===== config.mk =====
export PLATFORM = sky130hd
export DESIGN_NAME = uart_tx
export DESIGN_NICKNAME = d
export VERILOG_FILES = /design/src/rtl/uart_pkg.sv /design/src/rtl/uart_baud_gen.sv /design/src/rtl/uart_tx.sv
export SDC_FILE = /design/constraint.sdc
export NUM_CORES = 1
export LEC_CHECK = 0
export CAP_MARGIN = 10
export CORE_UTILIZATION = 35
export CTS_BUF_LIST = sky130_fd_sc_hd__clkbuf_4 sky130_fd_sc_hd__clkbuf_8
export DETAILED_ROUTE_END_ITERATION = 6
export HOLD_SLACK_MARGIN = 0.02
export REMOVE_ABC_BUFFERS = 1
export SYNTH_ARGS = -nofsm -noshare
export SYNTH_HDL_FRONTEND = slang
export SYNTH_SLANG_ARGS = --single-unit
export TNS_END_PERCENT = 100

===== constraint.sdc =====
create_clock -name clk -period 9.9 [get_ports clk]
set_clock_uncertainty 0.15 [all_clocks]
set_input_delay 0.99 -clock clk [delete_from_list [all_inputs] [get_ports clk]]
set_output_delay 0.99 -clock clk [all_outputs]
set_load 0.01 [all_outputs]

===== src/rtl/uart_pkg.sv =====
// rtl/uart_pkg.sv - shared UART encodings, TX state type and baud divider helper
//
// Contents:
//   uart_tx_state_t   TX frame state (IDLE, START, DATA, PARITY, STOP)
//   BAUD_*            3-bit baud select codes
//   DATA_BITS_*       2-bit data width codes (width = 5 + code)
//   STOP_BITS_*       stop bit count codes
//   PARITY_*          parity sense codes
//   baud_rate_hz()    baud select -> bit rate in Hz
//   baud_div()        clocks per bit, rounded to nearest (elaboration use)

package uart_pkg;

  typedef enum logic [2:0] {
    IDLE,
    START,
    DATA,
    PARITY,
    STOP
  } uart_tx_state_t;

  localparam logic [2:0] BAUD_9600   = 3'd0;
  localparam logic [2:0] BAUD_19200  = 3'd1;
  localparam logic [2:0] BAUD_38400  = 3'd2;
  localparam logic [2:0] BAUD_57600  = 3'd3;
  localparam logic [2:0] BAUD_115200 = 3'd4;
  localparam logic [2:0] BAUD_230400 = 3'd5;
  localparam logic [2:0] BAUD_460800 = 3'd6;
  localparam logic [2:0] BAUD_921600 = 3'd7;

  localparam logic [1:0] DATA_BITS_5 = 2'd0;
  localparam logic [1:0] DATA_BITS_6 = 2'd1;
  localparam logic [1:0] DATA_BITS_7 = 2'd2;
  localparam logic [1:0] DATA_BITS_8 = 2'd3;

  localparam logic STOP_BITS_1 = 1'b0;
  localparam logic STOP_BITS_2 = 1'b1;

  localparam logic PARITY_EVEN = 1'b0;
  localparam logic PARITY_ODD  = 1'b1;

  function automatic int unsigned baud_rate_hz(input logic [2:0] sel);
    int unsigned rate;
    case (sel)
      BAUD_9600:   rate = 9600;
      BAUD_19200:  rate = 19200;
      BAUD_38400:  rate = 38400;
      BAUD_57600:  rate = 57600;
      BAUD_115200: rate = 115200;
      BAUD_230400: rate = 230400;
      BAUD_460800: rate = 460800;
      default:     rate = 921600;
    endcase
    return rate;
  endfunction

  // Round to nearest so the bit time error is at most half a clock.
  function automatic int unsigned baud_div(input int unsigned clk_hz, input logic [2:0] sel);
    int unsigned rate;
    rate = baud_rate_hz(sel);
    return (clk_hz + rate / 2) / rate;
  endfunction

endpackage


===== src/rtl/uart_baud_gen.sv =====
// rtl/uart_baud_gen.sv - bit-time counter producing one tick per bit period
//
// Ports:
//   clk       system clock
//   rst       synchronous active-high reset
//   div       clocks per bit (must be >= 2)
//   restart   holds the counter at 0; released on the first clock of a bit
//   bit_done  single-cycle tick on the last clock of each bit (count == div-1)

module uart_baud_gen #(
  parameter int CNT_W = 8
) (
  input  logic             clk,
  input  logic             rst,
  input  logic [CNT_W:0]   div,
  input  logic             restart,
  output logic             bit_done
);

  logic [CNT_W-1:0] cnt;
  logic [CNT_W:0]   last;

  // div is one bit wider than the counter so a power-of-two divider still fits.
  assign last     = div - (CNT_W + 1)'(1);
  assign bit_done = ({1'b0, cnt} == last);

  // Wrapping at the end of each bit keeps every bit exactly div clocks long.
  always_ff @(posedge clk) begin
    if (rst || restart) begin
      cnt <= '0;
    end else if (bit_done) begin
      cnt <= '0;
    end else begin
      cnt <= cnt + CNT_W'(1);
    end
  end

endmodule


===== src/rtl/uart_tx.sv =====
// rtl/uart_tx.sv - UART transmit serializer fed from a FWFT TX FIFO
//
// Ports:
//   clk           system clock
//   rst           synchronous active-high reset
//   i_fifo_empty  TX FIFO empty
//   i_fifo_data   TX FIFO head word, valid while !i_fifo_empty
//   o_fifo_rd_en  single-cycle pop strobe
//   i_baud_rate   baud select (uart_pkg BAUD_*)
//   i_data_bits   data width code, width = 5 + code
//   i_parity      0 even, 1 odd
//   i_use_parity  1 inserts a parity bit
//   i_stop_bits   0 one stop bit, 1 two stop bits
//   o_tx          serial line, idle high
//   o_busy        high while a frame is on the line

module uart_tx
  import uart_pkg::*;
#(
  parameter int CLK_FREQ_HZ = 100_000_000
) (
  input  logic       clk,
  input  logic       rst,
  input  logic       i_fifo_empty,
  input  logic [7:0] i_fifo_data,
  output logic       o_fifo_rd_en,
  input  logic [2:0] i_baud_rate,
  input  logic [1:0] i_data_bits,
  input  logic       i_parity,
  input  logic       i_use_parity,
  input  logic       i_stop_bits,
  output logic       o_tx,
  output logic       o_busy
);

  localparam int unsigned DIV_0 = baud_div(CLK_FREQ_HZ, BAUD_9600);
  localparam int unsigned DIV_1 = baud_div(CLK_FREQ_HZ, BAUD_19200);
  localparam int unsigned DIV_2 = baud_div(CLK_FREQ_HZ, BAUD_38400);
  localparam int unsigned DIV_3 = baud_div(CLK_FREQ_HZ, BAUD_57600);
  localparam int unsigned DIV_4 = baud_div(CLK_FREQ_HZ, BAUD_115200);
  localparam int unsigned DIV_5 = baud_div(CLK_FREQ_HZ, BAUD_230400);
  localparam int unsigned DIV_6 = baud_div(CLK_FREQ_HZ, BAUD_460800);
  localparam int unsigned DIV_7 = baud_div(CLK_FREQ_HZ, BAUD_921600);

  // Slowest baud gives the largest divider; the fastest gives the smallest.
  localparam int CNT_W = $clog2(DIV_0);
  localparam int DIV_W = CNT_W + 1;

  if (DIV_7 < 2) begin : g_div_too_small
    $error("uart_tx: CLK_FREQ_HZ too low, fastest baud divider is below 2");
  end

  uart_tx_state_t   state, state_next;
  logic             pop;
  logic             bit_done;
  logic             last_data;
  logic             frame_end;
  logic [DIV_W-1:0] sel_div;

  logic [DIV_W-1:0] div_q;
  logic [7:0]       shift_q;
  logic [2:0]       bit_cnt;
  logic             stop_cnt;
  logic             parity_acc;
  logic [1:0]       data_bits_q;
  logic             parity_odd_q;
  logic             use_parity_q;
  logic             stop_bits_q;

  always_comb begin
    sel_div = DIV_W'(DIV_0);
    case (i_baud_rate)
      BAUD_19200:  sel_div = DIV_W'(DIV_1);
      BAUD_38400:  sel_div = DIV_W'(DIV_2);
      BAUD_57600:  sel_div = DIV_W'(DIV_3);
      BAUD_115200: sel_div = DIV_W'(DIV_4);
      BAUD_230400: sel_div = DIV_W'(DIV_5);
      BAUD_460800: sel_div = DIV_W'(DIV_6);
      BAUD_921600: sel_div = DIV_W'(DIV_7);
      default:     sel_div = DIV_W'(DIV_0);
    endcase
  end

  // Held in reset while idle so the start bit always begins at count 0.
  uart_baud_gen #(
    .CNT_W (CNT_W)
  ) u_baud_gen (
    .clk      (clk),
    .rst      (rst),
    .div      (div_q),
    .restart  (state == IDLE),
    .bit_done (bit_done)
  );

  // Last data bit index is N-1 = 4 + data width code.
  assign last_data = (bit_cnt == (3'd4 + {1'b0, data_bits_q}));
  assign frame_end = (state == STOP) && bit_done && (stop_cnt == stop_bits_q);

  always_ff @(posedge clk) begin
    if (rst) begin
      state <= IDLE;
    end else begin
      state <= state_next;
    end
  end

  always_comb begin
    state_next = state;
    pop        = 1'b0;
    unique case (state)
      IDLE: begin
        if (!i_fifo_empty) begin
          pop        = 1'b1;
          state_next = START;
        end
      end
      START: begin
        if (bit_done) state_next = DATA;
      end
      DATA: begin
        if (bit_done && last_data) state_next = use_parity_q ? PARITY : STOP;
      end
      PARITY: begin
        if (bit_done) state_next = STOP;
      end
      STOP: begin
        if (frame_end) begin
          // Back-to-back: the next start bit follows the final stop bit directly.
          if (!i_fifo_empty) begin
            pop        = 1'b1;
            state_next = START;
          end else begin
            state_next = IDLE;
          end
        end
      end
      default: state_next = IDLE;
    endcase
    if (rst) pop = 1'b0;
  end

  always_comb begin
    o_tx         = 1'b1;
    o_busy       = 1'b0;
    o_fifo_rd_en = pop;
    case (state)
      START: begin
        o_tx   = 1'b0;
        o_busy = 1'b1;
      end
      DATA: begin
        o_tx   = shift_q[0];
        o_busy = 1'b1;
      end
      PARITY: begin
        o_tx   = parity_acc ^ (parity_odd_q == PARITY_ODD);
        o_busy = 1'b1;
      end
      STOP: begin
        o_busy = 1'b1;
      end
      default: begin
        o_tx   = 1'b1;
        o_busy = 1'b0;
      end
    endcase
  end

  // Frame configuration is captured at the pop and held for the whole frame.
  always_ff @(posedge clk) begin
    if (rst) begin
      div_q        <= '0;
      shift_q      <= '0;
      bit_cnt      <= '0;
      stop_cnt     <= 1'b0;
      parity_acc   <= 1'b0;
      data_bits_q  <= DATA_BITS_5;
      parity_odd_q <= PARITY_EVEN;
      use_parity_q <= 1'b0;
      stop_bits_q  <= STOP_BITS_1;
    end else if (pop) begin
      div_q        <= sel_div;
      shift_q      <= i_fifo_data;
      bit_cnt      <= '0;
      stop_cnt     <= 1'b0;
      parity_acc   <= 1'b0;
      data_bits_q  <= i_data_bits;
      parity_odd_q <= i_parity;
      use_parity_q <= i_use_parity;
      stop_bits_q  <= i_stop_bits;
    end else if (bit_done) begin
      case (state)
        DATA: begin
          // Only bits actually sent reach the accumulator.
          shift_q    <= {1'b0, shift_q[7:1]};
          parity_acc <= parity_acc ^ shift_q[0];
          bit_cnt    <= bit_cnt + 3'd1;
        end
        STOP: begin
          stop_cnt <= stop_cnt + 1'b1;
        end
        default: begin
          bit_cnt <= bit_cnt;
        end
      endcase
    end
  end

endmodule


==> results of run 1 <==
logic make-up after synthesis:
kind of cell / synth area share (%)
AO/OA/AOI/OAI: 16.7
XOR/XNOR: 12.8
buffers and inverters: 4.81
multiplexers: 3.30
AND/OR/NAND/NOR: 25.0
flip-flops: 35.9
adder cells (fa/ha/maj): 1.38
per-layer routing:
metal,global-route usage (%),vias up
met3,2.78,6
li1,-,1161
met5,0,-
met2,24.2,39
met4,3.49,0
met1,19.3,1035
sequential cells by signal, indices dropped and copies added (netlist names):
register	count
div_q	14
stop_cnt	1
parity_acc	1
parity_odd_q	1
use_parity_q	1
stop_bits_q	1
bit_cnt	3
shift_q	8
state	3
data_bits_q	2
u_baud_gen.cnt	14
power by group:
group | leakage [nW] | switching, W | internal (W) | total, W
combinational | 0.577 | 0.0000396 | 0.0000382 | 0.0000778
clock | 0.0506 | 0.0000749 | 0.0000530 | 0.000128
sequential | 0.400 | 0.0000103 | 0.000206 | 0.000216
total | 1.03 | 0.000125 | 0.000297 | 0.000422
stage by stage:
step	utilization (%)	std cells	total power (W)	instance area, um2	hold WS (ns)
2_1_floorplan	-	307	0.000272	2630	0.280
3_3_place_gp	40.3	430	0.000297	2990	0.303
3_5_place_dp	40.3	430	0.000298	2990	0.309
4_1_cts	41.6	438	0.000428	3090	0.325
5_1_grt	41.6	438	0.000445	3090	0.348
6_report	41.6	438	0.000422	3090	0.324
Yosys cell counts, types with 2 or more instances:
library cell / instances
nand3b_1: 3
nand3_1: 9
nand2_1: 40
o21ai_0: 5
nor3_1: 17
nand4_1: 3
xnor2_1: 23
inv_1: 9
a2111o_1: 2
buf_4: 2
xor2_1: 17
a21oi_1: 23
and3_1: 4
nand2b_1: 2
a211oi_2: 9
dfxtp_1: 49
nor4_1: 2
nand4bb_1: 2
nor2_1: 41
o21ba_2: 2
nor4_2: 3
or3_1: 4
clkbuf_1: 13
o211ai_1: 2
buf_2: 6
ha_1: 3
mux2i_1: 9
a211oi_1: 4
worst min-delay path by stage:
stage	from	endpoint	slack, ns	depth (start not counted)
after floorplan	use_parity_q$_SDFFE_PP0N_	use_parity_q$_SDFFE_PP0N_	0.28	2
after detailed placement	use_parity_q$_SDFFE_PP0N_	use_parity_q$_SDFFE_PP0N_	0.31	2
after global placement	use_parity_q$_SDFFE_PP0N_	use_parity_q$_SDFFE_PP0N_	0.30	2
after CTS	use_parity_q$_SDFFE_PP0N_	use_parity_q$_SDFFE_PP0N_	0.33	2
after global routing	use_parity_q$_SDFFE_PP0N_	use_parity_q$_SDFFE_PP0N_	0.35	2
final	use_parity_q$_SDFFE_PP0N_	use_parity_q$_SDFFE_PP0N_	0.32	2
layout make-up:
class,instances,share of cell area [%]
multi-input combinational,249,52.4
inverter,9,1.09
clock buffer,5,2.23
sequential,49,31.8
clock inverter,3,0.933
tap,99,4.01
timing repair buffer,24,7.54
worst reg2reg max path: stages, from the launching register on:
cell and delay [ns]:
dfxtp_1 0.37, inv_1 0.11, ha_1 0.25, or4b_1 0.52, or2_1 0.26, o31a_1 0.31, nand2b_1 0.14, a2111o_1 0.34
a21boi_2 0.86, nand3b_1 0.20, a21oi_1 0.18
==> out/qor.txt, run 1 <==
outcome - finished, final reports clean
HPWL after DPL - 3960 um
io pins - 22
final setup violation count - 0
GRT Residual Overflow - 0
Initial Util - 36.8%
ys flop type - dfxtp_1
Worst Reg-to-Reg Cells - 10
initial drt markers - 124
LEAKAGE - 1.03 nW
Max Slew Vio Count - 0
GRT Total Usage - 14.5%
number of fill cells - 761
Ys Warns - 0
crit end category - primary output
Syn Std Cell Area - 2730 um2
die height - 90.3 um
crit path buf inv count - 3
# port buffers - 21
vias per std cell - 5.12
CTS tree - built
Routed Antenna Nets - 0
worst path arrival time - 3.72 ns
Routed WL - 5590 um
Worst path depth - 11
Die Wd - 90.3 um
Die ar. - 8150 um2
Slew Limit Headroom - 24.1%
WS Path Type - reg -> out
Top Metal Used - met4
reg2reg start - div_q[0]$_SDFFE_PP0N_
worst min-delay path category - reg -> reg
Final Hold Viols - 0
clk_lat worst skew - 0.31 ns
Worst Tran Pin Value - 1.13 ns
PD cells - 137 nW/um2
family with the most delay on the worst path - simple AND/OR/NAND/NOR gates
critical-path cell list - inv_1 -> ha_1 -> or4b_1 -> or2_1 -> o31a_1 -> nand2b_1 -> a2111o_1 -> a21bo_1 -> buf_4 -> nor2_1 -> clkdlybuf4s50_1
Post-Syn Instances - 329
register area - 981 um2
largest net degree at the start of global routing - 38
synthesis-stage register bit count - 49
nets - 360
post-synthesis sequential area ratio - 35.9%
fraction of final layout cells sized beyond drive strength 1 - 8.26%
CTS Hold Buffers Added - 0
Core Region - 7410 um2
drc violations - 0
Clock Path Buffers - 2
multi-input logic area - 1620 um2
drt pass-1 iters - 4
Critical Path End - o_fifo_rd_en
Synth top area share - 35.9%
Crit Reg-Reg Endpoint - div_q[12]$_SDFFE_PP0N_
Reg clk slew, reported paths - 0.11 ns
vias in the first global route - 2168
CTS Buf Count - 5
final period utilization - 49.1%
CP Launch Type - register
area grow syn2layout - 13.1%
Fmax - 206 MHz
Routed WL per cell - 12.8 um
r2r setup slk - 6.16 ns
dominant cells by area after synthesis - dfxtp_1, xnor2_1, nor2_1
DP Worst Slack - 5.38 ns
Crit Path Max Fanout - 35
Avg Inst Size Synth - 8.29 um2
RePlAce Congestion - 0.797
number of H-tree levels - 2
Tmin final - 4.86 ns
FP Rows - 31
Worst EP required - 8.76 ns
Critical-path top delay cell - clkdlybuf4s50_1
Max-cap violations - 0
Cell variety after synth - 49
max incr delay on CP - 0.54 ns
cts repair resizes - 0
metal1 wirelength - 2770 um
via count - 2241
most common cell after layout, fill and taps aside - dfxtp_1
ys async rst share - 0%
most frequent cells in the layout - dfxtp_1, nor2_1, nand2_1
CTS Sinks - 49
diodes inserted - 0
setup TNS - 0 ns
Peak VDD IR - 0.0806 mV
Setup Fix Bufs, Post-CTS - 0
Synth area leader - dfxtp_1
met3 routed WL - 189 um
clk root buf - clkbuf_8
first-pass GRT wire length - 9810 um
number of synthesized flops with an enable pin - 0
worst setup path start - div_q[0]$_SDFFE_PP0N_
post-route worst setup slack - 5.04 ns
RSZ-0062 raised after global routing - no
initial antenna violation count - 0
wire length on met2 - 2570 um
(Power assumes the default switching activity.)
==> run 2: changes to the inputs <==
clock period = 4 ns   (was 9.9 ns; I/O delays follow)
==> run 2 against run 1 <==
Compared with the run above:
- combinational power grew to 2.5 times the previous value
- power up 150%
- die area unchanged
- highest routed layer unchanged
- count of clock-buffer cells in the layout grew 1
- via count up 1.6%
- sequential share of layout area decreased by 0.19 points
- global-route usage increased by 0.17 points
- hold slack got worse by 0.012 ns
- sequential power increased by 150%
- worst setup slack got worse by 4.8 ns
==> out/qor.txt, run 2 (synthesized netlist as in run 1, its figures left out) <==
diodes inserted - 0 (unchanged)
GRT Residual Overflow - 0 (unchanged)
drc violations - 0 (unchanged)
Tmin final - 3.73 ns
multi-input logic area - 1620 um2 (+0.15%)
PD cells - 338 nW/um2 (+150%)
first-pass GRT wire length - 9930 um (+1.2%)
RSZ-0062 raised after global routing - no
io pins - 22 (unchanged)
# port buffers - 21 (unchanged)
vias per std cell - 5.18 (+1.1%)
register area - 981 um2 (unchanged)
final setup violation count - 0 (unchanged)
WS Path Type - reg -> out
nets - 362 (+0.56%)
CTS Sinks - 49 (unchanged)
Clock Path Buffers - 2 (unchanged)
most common cell after layout, fill and taps aside - dfxtp_1
outcome - finished, final reports clean
critical-path cell list - inv_1 -> ha_2 -> or4b_1 -> or2_1 -> o31a_1 -> nand2b_1 -> a2111o_1 -> a21bo_1 -> nor2_1 -> dlygate4sd2_1
WHS - 0.312 ns (-0.0124 ns)
Critical-path top delay cell - or4b_1
Slew Limit Headroom - 64.5% (+40 points)
die height - 90.3 um (unchanged)
Routed WL - 5700 um (+1.9%)
largest net degree at the start of global routing - 37 (-2.6%)
setup TNS - 0 ns (unchanged)
Setup Fix Bufs, Post-CTS - 0 (unchanged)
GRT Total Usage - 14.7% (+0.17 points)
Core Region - 7410 um2 (unchanged)
initial drt markers - 96 (-23%)
Peak VDD IR - 0.148 mV (+84%)
HPWL after DPL - 4110 um (+3.9%)
worst setup path start - div_q[0]$_SDFFE_PP0N_
largest registers - div_q x14, u_baud_gen.cnt x14, shift_q x8
reg2reg start - div_q[0]$_SDFFE_PP0N_
Routed Antenna Nets - 0 (unchanged)
CTS Hold Buffers Added - 0 (unchanged)
Die Wd - 90.3 um (unchanged)
Final Hold Viols - 0 (unchanged)
number of fill cells - 755 (-0.79%)
Routed WL per cell - 12.9 um (+1.4%)
FP Rows - 31 (unchanged)
most frequent cells in the layout - dfxtp_1, nor2_1, nand2_1
drt pass-1 iters - 4 (unchanged)
number of H-tree levels - 2 (unchanged)
fraction of final layout cells sized beyond drive strength 1 - 9.09% (+0.83 points)
CTS Buf Count - 5 (unchanged)
Crit Reg-Reg Endpoint - div_q[0]$_SDFFE_PP0N_
CTS tree - built
crit end category - primary output
Fmax - 268 MHz
worst min-delay path category - reg -> reg
final period utilization - 93.4%
LEAKAGE - 1.04 nW (+1.3%)
clk_lat worst skew - 0.31 ns (about the same)
via count - 2277 (+1.6%)
Critical Path End - o_fifo_rd_en
clk root buf - clkbuf_8
Max Slew Vio Count - 0 (unchanged)
area grow syn2layout - 13.8%
Reg clk slew, reported paths - 0.09 ns (-0.02 ns)
initial antenna violation count - 0 (unchanged)
RePlAce Congestion - 0.807 (+1.3%)
worst path arrival time - 3.18 ns (-0.54 ns)
Worst Tran Pin Value - 0.531 ns (-0.601 ns)
r2r setup slk - 0.58 ns (-5.58 ns)
vias in the first global route - 2143 (-1.2%)
Max-cap violations - 0 (unchanged)
cts repair resizes - 2 (+2)
Worst Reg-to-Reg Cells - 11 (+1)
CP Launch Type - register
Initial Util - 36.8% (unchanged)
max incr delay on CP - 0.49 ns (-0.05 ns)
Worst EP required - 3.45 ns (-5.31 ns)
Crit Path Max Fanout - 5 (-86%)
Die ar. - 8150 um2 (unchanged)
[run 2: cell count changes in the layout (fill, tap and decap cells not counted), sizes merged]
cell,previous run,this run
dlygate4sd2,0,1
clkdlybuf4s50,21,20
clkbuf,5,6
inv,11,10
buf,3,5
[run 2: worst max-delay path: cells and delay by family, from the launching register on]
family          cells  cell delay (ns)
fa+ha+maj           1             0.23
buf+inv             2             0.40
compound gates      3             0.89
simple gates        4             0.99
flops               1             0.37
[run 2: worst min path at each step]
stage | startpoint | endpoint | slack [ns] | cells after the start
after floorplan | use_parity_q$_SDFFE_PP0N_ | use_parity_q$_SDFFE_PP0N_ | 0.28 | 2
final | use_parity_q$_SDFFE_PP0N_ | use_parity_q$_SDFFE_PP0N_ | 0.31 | 2
after detailed placement | use_parity_q$_SDFFE_PP0N_ | use_parity_q$_SDFFE_PP0N_ | 0.30 | 2
after CTS | use_parity_q$_SDFFE_PP0N_ | use_parity_q$_SDFFE_PP0N_ | 0.31 | 2
after global placement | use_parity_q$_SDFFE_PP0N_ | use_parity_q$_SDFFE_PP0N_ | 0.30 | 2
after global routing | stop_bits_q$_SDFFE_PP0N_ | stop_bits_q$_SDFFE_PP0N_ | 0.34 | 2
[run 2: per-layer routing]
| layer | vias to the layer above | track usage [%] | share of wire, % |
|---|---|---|---|
| met5 | - | 0 | 0 |
| met4 | 0 | 2.82 | 0.68 |
| met3 | 4 | 3.03 | 3.1 |
| met2 | 39 | 25.3 | 49 |
| met1 | 1070 | 19.0 | 48 |
| li1 | 1164 | - | - |
[run 2: cell type report]
class	instances	share of cell area, %
Multi-Input combinational cell	249	52.2
Sequential cell	49	31.6
Timing Repair Buffer	26	7.94
Tap cell	99	3.99
Clock buffer	6	2.66
Inverter	9	1.09
Clock inverter	2	0.564
[run 2: where the power goes]
| part | leakage, nW | switching [W] | internal [W] |
|---|---|---|---|
| clock network | 0.0518 | 0.000175 | 0.000144 |
| registers | 0.400 | 0.0000253 | 0.000509 |
| logic | 0.589 | 0.0000999 | 0.0000963 |
[run 2: per-stage QoR]
| stage | std cells | util (%) | total power (W) | setup slack (ns) | area (um2) |
|---|---|---|---|---|---|
| floorplan | 307 | - | 0.000673 | 0.175 | 2630 |
| global placement | 432 | 40.5 | 0.000739 | 0.343 | 3000 |
| detailed placement | 432 | 40.5 | 0.000742 | 0.279 | 3000 |
| CTS | 440 | 41.9 | 0.00106 | 0.243 | 3100 |
| global route | 440 | 41.9 | 0.00111 | 0.0703 | 3100 |
| finish | 440 | 41.9 | 0.00105 | 0.266 | 3100 |
==> run 3: changes to the inputs <==
CELL_PAD_IN_SITES_DETAIL_PLACEMENT = 1   (was default)
CELL_PAD_IN_SITES_GLOBAL_PLACEMENT = 1   (was default)
PLACE_DENSITY_LB_ADDON = 0.1   (was default)
==> run 3 against run 2 <==
Compared with the run above:
- largest cell class unchanged
- sequential cell count is the same
- sequential power is essentially flat
- critical path type unchanged
- clock power shrank 6.9%
==> out/qor.txt, run 3 (synthesized netlist as in run 1, its figures left out) <==
Critical-path top delay cell - or4b_1
DP Worst Slack - 0.315 ns (+0.0361 ns)
Fmax - 270 MHz (+0.74%)
via count - 2270 (-0.31%)
Power, Total - 0.00103 W (-1.9%)
register area - 981 um2 (unchanged)
fin area - 3090 um2 (-0.44%)
multi-input logic area - 1620 um2 (unchanged)
Slew Limit Headroom - 65.3% (+0.76 points)
area grow syn2layout - 13.3%
vias in the first global route - 2276 (+6.2%)
Worst Reg-to-Reg Cells - 11 (unchanged)
Routed WL per cell - 14.6 um (+13%)
Routed Antenna Nets - 0 (unchanged)
RSZ-0062 raised after global routing - no
die height - 90.3 um (unchanged)
critical-path cell list - inv_1 -> ha_2 -> or4b_1 -> or2_1 -> o31a_1 -> nand2b_1 -> a2111o_1 -> a21bo_1 -> nor2_1 -> dlygate4sd2_1
worst min-delay path category - reg -> reg
CTS Sinks - 49 (unchanged)
# port buffers - 21 (unchanged)
clk root buf - clkbuf_8
Setup Fix Bufs, Post-CTS - 0 (unchanged)
Routed WL - 6440 um (+13%)
Peak VDD IR - 0.197 mV (+33%)
largest net degree at the start of global routing - 37 (unchanged)
LEAKAGE - 1.04 nW (-0.33%)
final period utilization - 92.7% (-0.69 points)
nets - 362 (unchanged)
HPWL after DPL - 4720 um (+15%)
Worst EP required - 3.45 ns (about the same)
initial antenna violation count - 0 (unchanged)
RePlAce Congestion - 0.777 (-3.7%)
Die ar. - 8150 um2 (unchanged)
GRT Residual Overflow - 0 (unchanged)
setup TNS - 0 ns (unchanged)
drt pass-1 iters - 4 (unchanged)
CTS Buf Count - 5 (unchanged)
GRT Total Usage - 16.9% (+2.2 points)
fraction of final layout cells sized beyond drive strength 1 - 9.09% (unchanged)
CP Launch Type - register
CTS tree - built
worst path arrival time - 3.16 ns (-0.02 ns)
PD cells - 333 nW/um2 (-1.5%)
max incr delay on CP - 0.48 ns (about the same)
clk_lat worst skew - 0.30 ns (about the same)
most common cell after layout, fill and taps aside - dfxtp_1
drc violations - 0 (unchanged)
Initial Util - 36.8% (unchanged)
WS Path Type - reg -> out
FP Rows - 31 (unchanged)
Die Wd - 90.3 um (unchanged)
io pins - 22 (unchanged)
cts repair resizes - 2 (unchanged)
Final Hold Viols - 0 (unchanged)
final core utilization - 41.7% (-0.19 points)
outcome - finished, final reports clean
area post-placement - 3000 um2 (unchanged)
first-pass GRT wire length - 11200 um (+12%)
vias per std cell - 5.16 (-0.31%)
Max Slew Vio Count - 0 (unchanged)
initial drt markers - 44 (-54%)
Max-cap violations - 0 (unchanged)
diodes inserted - 0 (unchanged)
Reg clk slew, reported paths - 0.09 ns (about the same)
largest registers - div_q x14, u_baud_gen.cnt x14, shift_q x8
CTS Hold Buffers Added - 0 (unchanged)
Clock Path Buffers - 2 (unchanged)
crit end category - primary output
Worst Tran Pin Value - 0.520 ns (-0.0114 ns)
number of fill cells - 889 (+18%)
most frequent cells in the layout - dfxtp_1, nor2_1, nand2_1
number of H-tree levels - 2 (unchanged)
hold path depth - 2 (unchanged)
Core Region - 7410 um2 (unchanged)
Crit Path Max Fanout - 5 (unchanged)
Tmin final - 3.71 ns (-0.0275 ns)
post-route worst setup slack - 0.293 ns (+0.0275 ns)
final setup violation count - 0 (unchanged)
-- run 3: changes by cell type in the layout (fill, tap and decap cells not counted) --
cell	previous run	this run
clkinv_2	0	2
clkbuf_8	6	5
clkbuf_4	0	1
inv_6	1	0
clkinv_4	1	0
-- run 3: per-stage QoR --
step / cells / hold slack [ns]
final: 440 / 0.323
after global routing: 440 / 0.341
after CTS: 440 / 0.327
after detailed placement: 432 / 0.314
after global placement: 432 / 0.297
after floorplan: 307 / 0.280
-- run 3: power breakdown --
group          leakage, nW  switching, W  internal, W
Sequential           0.400     0.0000271     0.000509
Clock               0.0484      0.000167     0.000129
Combinational        0.589      0.000101    0.0000961
Total                 1.04      0.000295     0.000734
-- run 3: worst paths after layout --
kind / to / startpoint / slack (ns)
setup / recovery: o_fifo_rd_en / div_q[0]$_SDFFE_PP0N_ / 0.29
hold / removal: data_bits_q[1]$_SDFFE_PP0N_ / data_bits_q[1]$_SDFFE_PP0N_ / 0.32
setup reg to reg: div_q[0]$_SDFFE_PP0N_ / div_q[0]$_SDFFE_PP0N_ / 0.53
hold reg to reg: data_bits_q[1]$_SDFFE_PP0N_ / data_bits_q[1]$_SDFFE_PP0N_ / 0.32
-- run 3: layer usage --
layer | global-route usage, % | vias up | part of all wire [%]
li1 | - | 1165 | -
met1 | 21.5 | 1078 | 48
met2 | 29.5 | 21 | 49
met3 | 3.03 | 6 | 2.0
met4 | 4.03 | 0 | 1.1
met5 | 0 | - | 0
-- run 3: critical path, delay by kind of cell (launching register included) --
family          cells  cell delay (ns)
fa+ha+maj           1             0.23
simple gates        4             0.96
compound gates      3             0.91
flops               1             0.36
buf+inv             2             0.38
-- run 3: final cells by class --
class | instances | area share (%)
multi-input cells | 249 | 52.4
flip-flops and latches | 49 | 31.7
repair buffers | 26 | 7.98
well taps | 99 | 4.01
clock buffers | 6 | 2.47
inverters | 9 | 1.09
clock inverters | 2 | 0.324
